<file path="config.mk">
export PLATFORM = sky130hd
export DESIGN_NAME = systolic_feeder
export DESIGN_NICKNAME = d
export VERILOG_FILES = /design/src/rtl/systolic_feeder.sv
export SDC_FILE = /design/constraint.sdc
export NUM_CORES = 1
export LEC_CHECK = 0
export BUFFER_PORTS_ARGS = -buffer_cell sky130_fd_sc_hd__buf_2
export CAP_MARGIN = 30
export CORE_ASPECT_RATIO = 1.25
export CORE_UTILIZATION = 34
export DETAILED_ROUTE_END_ITERATION = 8
export GPL_ROUTABILITY_DRIVEN = 0
export SETUP_SLACK_MARGIN = 0.4
export SLEW_MARGIN = 20
export SYNTH_ARGS = -nofsm -noshare
export SYNTH_HDL_FRONTEND = slang
export SYNTH_SLANG_ARGS = --single-unit
export TNS_END_PERCENT = 1
</file>
<file path="constraint.sdc">
create_clock -name clk -period 2.3 [get_ports clk]
set_input_delay 0.345 -clock clk [delete_from_list [all_inputs] [get_ports clk]]
set_output_delay 0.345 -clock clk [all_outputs]
set_load 0.05 [all_outputs]
</file>
<file path="src/rtl/systolic_feeder.sv">
// systolic_feeder: accepts row vectors and emits them diagonally skewed (lane k delayed k cycles)
// with a block-start pulse for the array and a zero drain at the end of each block.
module systolic_feeder #(
  parameter int DATA_SIZE = 16,
  parameter int SIZE      = 3
) (
  input  logic                      clk,
  input  logic                      reset_n,
  input  logic [DATA_SIZE*SIZE-1:0] in_row,
  input  logic                      in_valid,
  input  logic                      in_last,
  output logic                      in_ready,
  output logic [DATA_SIZE*SIZE-1:0] z_to_z,
  output logic                      reset_counter_in,
  output logic                      block_done,
  output logic [31:0]               row_count
);
  localparam int CW = $clog2(SIZE + 1);
  typedef enum logic [1:0] {IDLE, STREAM, DRAIN} state_t;
  state_t state_q, state_d;
  logic [CW-1:0] cnt_q, cnt_d;
  logic rci_q, rci_d, bd_q, bd_d;
  logic [31:0] rc_q, rc_d;
  logic accept, start;
  assign in_ready = state_q != DRAIN;
  assign accept = in_valid & in_ready;
  assign start = accept & (state_q == IDLE);
  always_comb begin
    state_d = state_q;
    cnt_d = cnt_q;
    if (state_q == DRAIN) begin
      cnt_d = cnt_q - CW'(1);
      if (cnt_q <= CW'(1)) state_d = IDLE;
    end else if (accept) begin
      state_d = !in_last ? STREAM : (SIZE == 1) ? IDLE : DRAIN;
      cnt_d = CW'(SIZE - 1);
    end
    rci_d = start;
    // the final lane leaves as the drain counter expires; size 1 has no drain at all
    bd_d = (state_q == DRAIN && cnt_q == CW'(1)) || (accept && in_last && SIZE == 1);
    rc_d = start ? 32'd1 : (accept && rc_q != '1) ? rc_q + 32'd1 : rc_q;
  end
  always_ff @(posedge clk or negedge reset_n) begin
    if (!reset_n) begin
      state_q <= IDLE;
      cnt_q <= '0;
      rci_q <= 1'b0;
      bd_q <= 1'b0;
      rc_q <= '0;
    end else begin
      state_q <= state_d;
      cnt_q <= cnt_d;
      rci_q <= rci_d;
      bd_q <= bd_d;
      rc_q <= rc_d;
    end
  end
  assign reset_counter_in = rci_q;
  assign block_done = bd_q;
  assign row_count = rc_q;
  // lane g: g skew stages followed by the output register (index g)
  for (genvar g = 0; g < SIZE; g++) begin : g_lane
    logic [g:0][DATA_SIZE-1:0] sr_q, sr_d;
    always_comb begin
      sr_d[0] = accept ? in_row[g*DATA_SIZE +: DATA_SIZE] : '0;
      for (int i = 1; i <= g; i++) sr_d[i] = sr_q[i-1];
    end
    always_ff @(posedge clk or negedge reset_n) begin
      if (!reset_n) sr_q <= '0;
      else sr_q <= sr_d;
    end
    assign z_to_z[g*DATA_SIZE +: DATA_SIZE] = sr_q[g];
  end
endmodule

</file>
Word-level counts from Yosys, hierarchy flattened:

Cells that the tools add are included.
Widths: inputs -> output; s select.

* register bits: 134
* bits of input ports: 52
* logic and storage cells: 38

* $add $sub $neg: 2
* $lt $le $gt $ge: 1
* equality and inequality tests: 5
* mux-type cells: 11
* bitwise logic cells: 2
* reductions and logical operators: 6

Operators with widths (number)
* $mux 32: 2
* $mux 16: 3
* $add 32x1->32 const B: 1
* $ne 32x32->1 const B: 1
* $mux 2: 6
* $ne 2x2->1 const B: 2
* $reduce_bool 2->1: 2
* $and 1x1->1: 2
* $eq 2x1->1 const B: 1
* $eq 2x2->1 const B: 1
* $le 2x1->1 const B: 1
* $logic_and 1x1->1: 2
* $logic_not 2->1: 1
* $reduce_and 2->1: 1
* $sub 2x1->2 const B: 1

Logic depth before layout (Yosys ltp):

* word-level depth: 5
* gate-level depth with buffers: 8

Least setup slack after synthesis:

No wires, ideal clock.

* path type: reg2reg
* from: reg rc_q[0], in the netlist row_count[0]
* to: reg rc_q[30], in the netlist row_count[30]
* library setup time: 116 ps
* arrival: 2105 ps
* slack: 79 ps
* cell stages (with the launch flop): 9
* buffers on the path: 2
* period minus slack after synthesis: 2221 ps
* cells stage by stage: dfrtp_1 > ha_1 > nand3_1 > nor4_4 > and3_1 > buf_2 > buf_4 > o21ai_0 > o311ai_0

* word-level cells in the longest chain between the ends: 3
* elaborated cells on any way between the ends: 6
* those cells by class: add/sub (1); eq/ne (1); mux (2); reduce/logical (2)

Ends and longest elaborated chain
* from (decl): RTL line 23 `logic [31:0] rc_q, rc_d;`
* from (signal assigned): RTL line 55 `rc_q <= rc_d;`
* $add 32x1->32 / $ne 32x32->1 (equally long branches): RTL line 41 `rc_d = start ? 32'd1 : (accept && rc_q != '1) ? rc_q + 32'd1 : rc_q;`
* $mux 32 / $logic_and 1x1->1 (equally long branches): RTL line 41
* $mux 32 / $reduce_bool 2->1 (equally long branches)

Several ways; a longest one is shown, not always the timed one. The select of a mux whose other input is x is not followed.
A chain may end at the register's enable or synchronous reset.

Final worst setup path:

* from: reg rc_q[15], in the netlist row_count[15]
* to: reg rc_q[27], in the netlist row_count[27]

The elaborated chain is that of the path after synthesis.

==> run_results.csv <==
group,metric,value,unit
pwr,powerDensity,1150,nW/um^2
critical_path,path_buf_inv,1,
min_path,min_to,"g_lane[2].sr_d[18]",
logic_synthesis,synth_top_area_share,67.00,%
critical_path,r2r_end,"row_count[27]",
logic_synthesis,yosysWarnings,0,
logic_synthesis,syn_avg_cell_area,12.24,sq um
placement,numPortBuffers,134,
die,num_io_pins,135,
timing,fin_ws,375.1,ps
logic_synthesis,postSynthCellCount,409,
logic_synthesis,synth.area.top_cells,"dfrtp_1 67%, and3_1 7.0%, o21ai_0 3.2%",
pwr,leakagePower,3.485,nW
grt,grt_pass1_wl,20280,microns
clock_tree,clk_latency,410,ps
drt,routed_wirelength,12260,microns
critical_path,reg2reg_depth,6,
layout,antenna_cells,0,
clock_tree,cts_buffers,17,
drt,postRouteAntennaNets,0,
critical_path,cpLargestDelayFamily,"simple AND/OR/NAND/NOR gates",
critical_path,rrSetupSlack,380,ps
layout,finish.cell_count_without_fillers,745,
grt,grt_pass1_vias,3966,
placement,hpwl,8122,microns
layout,synthToLayoutAreaGrowth,32.48,%
die,die_h,137.6,microns
grt,grt-ovfl-total,0,
min_path,worstHoldStart,"in_row[34]",
layout,seq_area,3378,sq um
critical_path,cp-start-kind,"flop",
outcome,outcome,"finished, final reports clean",
logic_synthesis,synth_top_family_by_area,"simple AND/OR/NAND/NOR gates",
timing,drv_slew,0,
timing,timing.fmax,519.5,MHz
pwr,ir_drop,0.6950,mV
run,cap_viol_max_count,0,
logic_synthesis,synth_compound_area_share,10.25,%
drt,wl_per_cell,16.46,microns
logic_synthesis,yosys.area_share.xor_xnor,0,%
drt,viasPerCell,5.162,
die,die_width,110.5,microns
placement,place_area,5944,sq um
critical_path,r2r_start,"row_count[15]",
die,core.rowCount,49,
die,core_area,14410,sq um
layout,final_area,6630,sq um
logic_synthesis,async_flop_share,100.0,%
critical_path,slowest_stage,"dfrtp_2",
critical_path,worst_ep_arrival_time,2210,ps
critical_path,path_cells,"nand4_1 -> nor4b_4 -> buf_4 -> nand2_2 -> mux2_4 -> a221o_1",
drt,vias,3846,
logic_synthesis,yosys.area_share.simple,18.10,%
clock_tree,cts_buffer_depth,2,
clock_tree,root_buffer,"clkbuf_16",
min_path,hold-path-cell-count,2,
timing,worst_slew_pin_slew,563.9,ps
logic_synthesis,synth_seq_area_share,67.00,%
placement,post-place-cells,710,
timing,min_period,1925,ps
layout,drive_gt1_share,38.62,%
placement,post-place-ws,204.5,ps
layout,multi_input_area,1533,sq um
critical_path,worstPathMaxFanout,10,
timing,setup_viol,0,
layout,final_nets,608,
logic_synthesis,yosys.area_share.adder,0.5000,%
drt,drtPass1Iterations,5,
timing,maxSlewHeadroom,62.40,%
min_path,hp-class,"input port to flop",
logic_synthesis,yosysUniqueCellTypes,43,
clock_tree,cts_tree,"yes",
clock_tree,cts_sinks,134,
grt,antenna_found_initial,0,
drt,remaining_drc_errors,0,
drt,drt_iter0_drc,149,
timing,fin_tns_setup,0,ps
logic_synthesis,synth_mux_area_share,1.100,%
die,die_area,15210,sq um
critical_path,crit_path_end_kind,"flop",
die,start_util,34.74,%
logic_synthesis,synth_edf_count,0,
logic_synthesis,synthTopCellsByCount,"134 x dfrtp_1, 56 x and3_1, 32 x o21ai_0",
timing,clock_skew,10.95,ps
logic_synthesis,syn_nets,463,
logic_synthesis,ys_seq_elements,134,
layout,nFillCells,1301,
critical_path,worst-setup-path-type,"flop to flop",
grt,grt_max_degree,61,
logic_synthesis,synth.largest_area_cell,"dfrtp_1",
logic_synthesis,yosys.cell_count.top_type,"dfrtp_1",
logic_synthesis,ys_dominant_reg_cell,"dfrtp_1",
timing,hold_viol,0,
grt,gr-usage-all-layers,17.11,%
timing,fin_crit_sh,83.69,%
logic_synthesis,syn-cell-area,5005,sq um
clock_tree,cts-htree-levels,4,
critical_path,required,2590,ps
clock_tree,path_clk_slew,60,ps
critical_path,crit_path_max_incr_delay,440,ps
timing,rsz0062_at_grt,"yes",
[cell families after synthesis]
group / count (synthesis)
AOI/OAI and AO/OA: 83
muxes: 5
DFF: 134
buffers and inverters: 33
and+or+nand+nor: 152
adders and majority gates: 2
[per-layer routing]
metal,vias up,track usage [%],share of wire [%]
met5,-,0,0
met4,0,7.630,2.4
met1,1911,20.14,43
li1,1760,-,-
met3,25,5.631,6.3
met2,150,28.64,48
[placed cells by master, fill, tap and decap left out, types with 2 or more instances in the layout]
master	instances
o22a_1	2
buf_2	132
mux2i_1	4
clkbuf_16	17
buf_6	2
o31ai_1	12
clkinvlp_4	2
inv_1	3
nand4_1	7
nor3_1	3
ha_1	2
clkinv_4	2
nand2_1	25
nand2_2	2
inv_6	5
clkbuf_1	2
and3_1	55
and2_1	3
dfrtp_2	20
a41oi_1	4
buf_4	17
buf_12	2
nand3_1	12
nor2_1	19
and4_1	4
a31oi_1	10
o21ai_0	32
bufinv_16	2
nor2b_1	7
nor4_4	2
dfrtp_1	114
a21oi_1	14
o311ai_0	2
[worst register-to-register path, delay by kind of cell, from the launching register on]
family                 cells  cell delay (ps)
AO/OA/AOI/OAI              1              290
buffers and inverters      1              190
flip-flops                 1              440
multiplexers               1              310
AND/OR/NAND/NOR            3              580
[report_power, final]
group / internal (W) / switching [W]
combinational: 0.000514 / 0.00144
clock: 0.00164 / 0.00103
sequential: 0.00274 / 0.000262
[registers in the layout, summed over array words and instances (netlist names)]
| register | flops |
|---|---|
| row_count | 32 |
| g_lane.sr_d | 48 |
| reset_counter_in | 1 |
| g_lane.sr_q | 16 |
| state_q | 2 |
| z_to_z | 32 |
| block_done | 1 |
| cnt_q | 2 |
[per-stage QoR]
step           util [%]  power [W]  hold WS (ps)
6_report          46.02   0.007625         159.5
5_1_grt           46.02   0.008008         142.9
3_5_place_dp      41.26   0.004912         334.7
2_1_floorplan         -   0.004314         49.41
4_1_cts           45.79   0.007726         142.6
3_3_place_gp      41.26   0.004858         331.3
[area by class of cell]
cell class | count | share of cell area (%)
timing repair buffer | 155 | 13.47
clock buffer | 20 | 6.737
multi-input combinational | 242 | 23.12
clock inverter | 12 | 2.132
inverter | 4 | 0.2265
tap | 178 | 3.359
sequential | 134 | 50.95
[worst max path at each step]
stage	startpoint	to	slack, ps	cells after the start
floorplan	row_count[15]	row_count[27]	260	6
global placement	row_count[15]	row_count[30]	290	6
detailed placement	row_count[15]	row_count[30]	200	6
CTS	row_count[15]	row_count[27]	350	5
global route	row_count[15]	row_count[27]	330	6
finish	row_count[15]	row_count[27]	380	6
[what timing repair did]
item / in CTS / in global routing
hold buffers: 1 / 0
setup buffers: 0 / 1
gates cloned: 1 / 0
endpoints found under the hold margin: 57 / 0
endpoints found under the setup margin: 25 / 27
pin swaps: 1 / 3
resized for setup: 8 / 5
Note: power is estimated with default switching activity, not from simulation.
